[src/rtl/y_line_fetch.sv]
// Y line fetch: turns a decoded line-address pair into two SRAM reads and
// presents both captured lines as one valid/ready output beat.
module y_line_fetch #(
   parameter int                ADDR_W    = 11,
   parameter int                DATA_W    = 256,
   parameter logic [ADDR_W-1:0] NULL_ADDR = {ADDR_W{1'b1}}
) (
   input  logic              clock,
   input  logic              reset,
   input  logic [ADDR_W-1:0] yLF_addr1,
   input  logic [ADDR_W-1:0] yLF_addr2,
   input  logic              yLF_reqValid,
   output logic              yLF_memRdEn,
   output logic [ADDR_W-1:0] yLF_memAddr,
   input  logic [DATA_W-1:0] yLF_memRdData,
   output logic [DATA_W-1:0] yLF_line1,
   output logic [DATA_W-1:0] yLF_line2,
   output logic              yLF_line2Valid,
   output logic              yLF_outValid,
   input  logic              yLF_outReady,
   output logic              yLF_busy,
   output logic              yLF_overflow
);

   typedef enum logic [2:0] {
      S_IDLE,
      S_ISSUE1,
      S_ISSUE2,
      S_CAP2,
      S_OUT
   } state_t;

   state_t            r_state;
   state_t            w_state_nxt;
   logic [ADDR_W-1:0] r_a1;
   logic [ADDR_W-1:0] r_a2;
   logic [ADDR_W-1:0] r_pend_a1;
   logic [ADDR_W-1:0] r_pend_a2;
   logic [ADDR_W-1:0] w_ld_a1;
   logic [ADDR_W-1:0] w_ld_a2;
   logic [ADDR_W-1:0] r_mem_addr;
   logic              r_mem_rd_en;
   logic              r_pend_vld;
   logic              r_line2_vld;
   logic              r_out_vld;
   logic              r_ovf;
   logic [DATA_W-1:0] r_line1;
   logic [DATA_W-1:0] r_line2;
   logic              w_req;
   logic              w_hs;
   logic              w_free;
   logic              w_load;
   logic              w_pend_wr;
   logic              w_pend_clr;
   logic              w_ovf_set;

   // addr1 == NULL_ADDR is the decoder's idle pattern, not a request
   assign w_req  = yLF_reqValid && (yLF_addr1 != NULL_ADDR);
   assign w_hs   = r_out_vld && yLF_outReady;
   assign w_free = (r_state == S_IDLE) || ((r_state == S_OUT) && w_hs);

   always_ff @(posedge clock or posedge reset) begin
      if (reset) begin
         r_state <= S_IDLE;
      end else begin
         r_state <= w_state_nxt;
      end
   end

   always_comb begin
      w_state_nxt = r_state;
      w_load      = 1'b0;
      w_ld_a1     = r_a1;
      w_ld_a2     = r_a2;
      w_pend_wr   = 1'b0;
      w_pend_clr  = 1'b0;
      w_ovf_set   = 1'b0;

      case (r_state)
         S_ISSUE1: w_state_nxt = S_ISSUE2;
         S_ISSUE2: w_state_nxt = S_CAP2;
         S_CAP2:   w_state_nxt = S_OUT;
         S_OUT:    if (w_hs) w_state_nxt = S_IDLE;
         default:  w_state_nxt = r_state;
      endcase

      // Pending always wins a free slot; a same-cycle request refills it
      if (w_free) begin
         if (r_pend_vld) begin
            w_load      = 1'b1;
            w_ld_a1     = r_pend_a1;
            w_ld_a2     = r_pend_a2;
            w_state_nxt = S_ISSUE1;
            if (w_req) begin
               w_pend_wr = 1'b1;
            end else begin
               w_pend_clr = 1'b1;
            end
         end else if (w_req) begin
            w_load      = 1'b1;
            w_ld_a1     = yLF_addr1;
            w_ld_a2     = yLF_addr2;
            w_state_nxt = S_ISSUE1;
         end
      end else if (w_req) begin
         if (!r_pend_vld) begin
            w_pend_wr = 1'b1;
         end else begin
            w_ovf_set = 1'b1;
         end
      end
   end

   always_ff @(posedge clock) begin
      if (w_load) begin
         r_a1 <= w_ld_a1;
         r_a2 <= w_ld_a2;
      end
      if (w_pend_wr) begin
         r_pend_a1 <= yLF_addr1;
         r_pend_a2 <= yLF_addr2;
      end
   end

   // Read strobe/address are registered from the state being entered
   always_ff @(posedge clock or posedge reset) begin
      if (reset) begin
         r_mem_rd_en <= 1'b0;
         r_mem_addr  <= NULL_ADDR;
         r_pend_vld  <= 1'b0;
         r_ovf       <= 1'b0;
         r_line1     <= '0;
         r_line2     <= '0;
         r_line2_vld <= 1'b0;
         r_out_vld   <= 1'b0;
      end else begin
         case (w_state_nxt)
            S_ISSUE1: begin
               r_mem_rd_en <= 1'b1;
               r_mem_addr  <= w_ld_a1;
            end
            S_ISSUE2: begin
               r_mem_rd_en <= (r_a2 != NULL_ADDR);
               r_mem_addr  <= r_a2;
            end
            default: begin
               r_mem_rd_en <= 1'b0;
               r_mem_addr  <= NULL_ADDR;
            end
         endcase

         if (w_pend_wr) begin
            r_pend_vld <= 1'b1;
         end else if (w_pend_clr) begin
            r_pend_vld <= 1'b0;
         end

         if (w_ovf_set) begin
            r_ovf <= 1'b1;
         end

         if (r_state == S_ISSUE2) begin
            r_line1 <= yLF_memRdData;
         end

         if (r_state == S_CAP2) begin
            r_out_vld <= 1'b1;
            if (r_a2 != NULL_ADDR) begin
               r_line2     <= yLF_memRdData;
               r_line2_vld <= 1'b1;
            end else begin
               r_line2     <= '0;
               r_line2_vld <= 1'b0;
            end
         end else if ((r_state == S_OUT) && w_hs) begin
            r_out_vld <= 1'b0;
         end
      end
   end

   assign yLF_memRdEn    = r_mem_rd_en;
   assign yLF_memAddr    = r_mem_addr;
   assign yLF_line1      = r_line1;
   assign yLF_line2      = r_line2;
   assign yLF_line2Valid = r_line2_vld;
   assign yLF_outValid   = r_out_vld;
   assign yLF_busy       = r_pend_vld;
   assign yLF_overflow   = r_ovf;

endmodule
[config.mk]
export PLATFORM = sky130hd
export DESIGN_NAME = y_line_fetch
export DESIGN_NICKNAME = d
export VERILOG_FILES = /design/src/rtl/y_line_fetch.sv
export SDC_FILE = /design/constraint.sdc
export NUM_CORES = 1
export LEC_CHECK = 0
export ABC_CLOCK_PERIOD_IN_PS = 21600
export CAP_MARGIN = 5
export CORE_AREA = 2 2 319 321
export DETAILED_ROUTE_END_ITERATION = 10
export DIE_AREA = 0 0 321 323
export HOLD_SLACK_MARGIN = 0.1
export SLEW_MARGIN = 10
export SYNTH_ARGS = -nofsm -noshare
export SYNTH_HDL_FRONTEND = slang
export SYNTH_SLANG_ARGS = --single-unit
[constraint.sdc]
create_clock -name clock -period 21.6 [get_ports clock]
set_input_delay 6.48 -clock clock [delete_from_list [all_inputs] [get_ports clock]]
set_output_delay 6.48 -clock clock [all_outputs]
set_load 0.05 [all_outputs]
==> run summary <==
* Final Instance Area: 33,400 µm²
* FF-to-FF path depth: 5
* area leader, netlist: dfrtp_1
* final routed wire length divided by cell count: 19.3 µm
* final setup skew: 28.0 ps
* fmax: 98.7 MHz
* placeable core region: 101,000 µm²
* Final Hold Fails: 0
* fraction of synthesized cell area taken by the top area cell type: 60.0%
* distinct cell type count of the synthesized netlist: 35
* count of final setup violators: 0
* Cells on Worst Hold Path: 1
* Die ar.: 104,000 µm²
* Placed Instance Area: 31,000 µm²
* flops & latches, synth: 564
* H-tree depth: 3
* clock tree sinks: 564
* worst min-delay path startpoint: yLF_overflow$_DFFE_PP0P_
* GRT Overall Usage: 14.2%
* max-slew headroom at the worst pin: 27.4%
* post-synthesis net count: 2,094
* list of most frequent post-synthesis cells: nand2_1, dfrtp_1, mux2_1, o21ai_1, clkbuf_1
* number of pins with negative max-slew slack in the final report: 0
* Synth async-reset ratio: 94.1%
* antenna violations before repair: 7
* final net count: 2,874
* number of max-capacitance violations reported: 0
* first-pass GRT wire length: 111,000 µm
* most common cell in the netlist: nand2_1
* clock buffer depth: 3
* CTS Hold Bufs: 0
* top fanout value on the critical path: 98
* fraction of layout instances using a drive strength above 1: 7.33%
* number of remaining DRC errors: 0
* Req. time, crit path: 22,210 ps
* DR vias: 16,700
* maximum number of pins on one net before global-route repair: 99
* outcome: completed
* worst hold path endpoint: yLF_overflow$_DFFE_PP0P_
* Clk Latency, worst-skew pair: 620 ps
* most frequently used flop master after synthesis: dfrtp_1
* total I/O pin count: 810
* signed area change from the synthesized netlist to the final layout: 54.2%
* Initial Utilization: 21.5%
* Mapped Cells: 1,812
* TritonCTS clock tree: built
* Die X-Extent: 321 µm
* type of element launching the critical path: input port
* global route overflow: 0
* PnR worst setup slack: 11,470 ps
* clock transition at the registers of the reported paths: 50 ps
* final weighted congestion in routability-driven placement: 0.864
* Inserted Clock Buffers: 69
* EDFF count, synth: 33
* slack of the worst reg-to-reg path: 17,730 ps
* worst r2r dst: yLF_line1[66]$_DFFE_PP0N_
* Final Cycle Share: 46.9%
* Avg Cell Area, Syn: 12.0 µm²
* Crit Reg-Reg Startpoint: r_state[1]$_DFF_PP0_
* detail-routed via count per cell: 4.21
* Tightest Hold Check Type: reg -> reg
* number of buffers inserted by port buffering: 809
* setup slack at placement: 10,600 ps
* chip height: 323 µm
* cell at the root of the clock tree: clkbuf_16
* Cell Rows: 117
* pin slew with the least headroom to its limit: 1090 ps
* post-DP HPWL: 54,600 µm
* synthesized cell area: 21,700 µm²
* post-CTS setup buffer count: 0
* vias in the first global route: 16,800
* residual antenna-violating net count after detailed routing: 0
* data arrival time of the critical path: 10,740 ps
* total iterations of the first detailed-routing run: 5
* crit end category: async pin
* ranking of synthesized cells by area: dfrtp_1, mux2_1, nand2_1
* worst setup path category: in -> async
* hold_ws: 469 ps
* portion of the post-synthesis area used by sequential elements: 65.9%
* DRT Wirelength: 76,600 µm
* setup repair after global routing missed its margin: false
* Total Neg Setup Slack: 0 ps
* Yosys Warn Count: 0
* count of instances resized after the clock tree is built: 0
* Min Clock Period, post-route: 10,130 ps
* violation count after the first detailed-routing iteration: 848
sequential cells by signal (all words and copies together) (netlist names):
signal and flops:
yLF_line1 256, yLF_line2Valid 1, yLF_memRdEn 1, yLF_busy 1
r_pend_a1 11, yLF_outValid 1, yLF_overflow 1, r_pend_a2 11
yLF_memAddr 11, r_state 3, r_a2 11, yLF_line2 256
stage by stage:
stage          utilization (%)  instances
6_report                  33.2       3961
5_1_grt                   33.2       3959
4_1_cts                   33.2       3954
3_5_place_dp              30.8       3830
3_3_place_gp              30.8       3830
2_1_floorplan                -       1812
logic make-up after synthesis:
group / synth area share, %
AO/OA/AOI/OAI: 7.11
adder cells (fa/ha/maj): 0.0462
buffers and inverters: 2.82
flip-flops: 65.9
multiplexers: 13.9
AND/OR/NAND/NOR: 10.2
per-layer routing:
layer  share of wire [%]  vias up  track usage [%]
li1                    -     7673                -
met4                 3.3        0             5.72
met2                  48      545             23.1
met1                  42     8307             17.7
met3                 6.5      134             3.84
met5                   0        -                0
worst max-delay path by stage:
stage / from / end / slack, ps
after floorplan: reset / r_state[0]$_DFF_PP0_ / 300
after global placement: reset / yLF_line1[0]$_DFFE_PP0N_ / 10580
after detailed placement: reset / yLF_line2[0]$_DFFE_PP0P_ / 10600
after CTS: reset / yLF_line1[232]$_DFFE_PP0N_ / 11300
after global routing: reset / yLF_line2[0]$_DFFE_PP0P_ / 10830
final: reset / yLF_line2[252]$_DFFE_PP0P_ / 11470
layout make-up:
type | count | area [µm²]
well taps | 1309 | 1640
clock buffers | 94 | 2020
flip-flops and latches | 564 | 14300
clock inverters | 30 | 384
fillers | 10200 | 67300
inverters | 2 | 15.0
multi-input cells | 1123 | 6800
diodes | 7 | 17.5
repair buffers | 832 | 8270
layout by cell type, fill, tap and decap left out, types with 23 or more instances in the layout:
master	n
nand2_1	527
o21ai_1	220
mux2_1	229
edfxtp_1	33
buf_4	23
clkdlybuf4s50_1	809
o21ai_0	37
clkbuf_16	73
mux2_2	38
dfrtp_1	520
critical path, stage by stage:
cell and delay (ps):
clkdlybuf4s50_1 490, inv_8 480, buf_4 860, buf_4 830, buf_4 610, buf_4 770
Power is not shown: default switching activity piles up to over one toggle a cycle in this logic, so the estimate is an artifact.
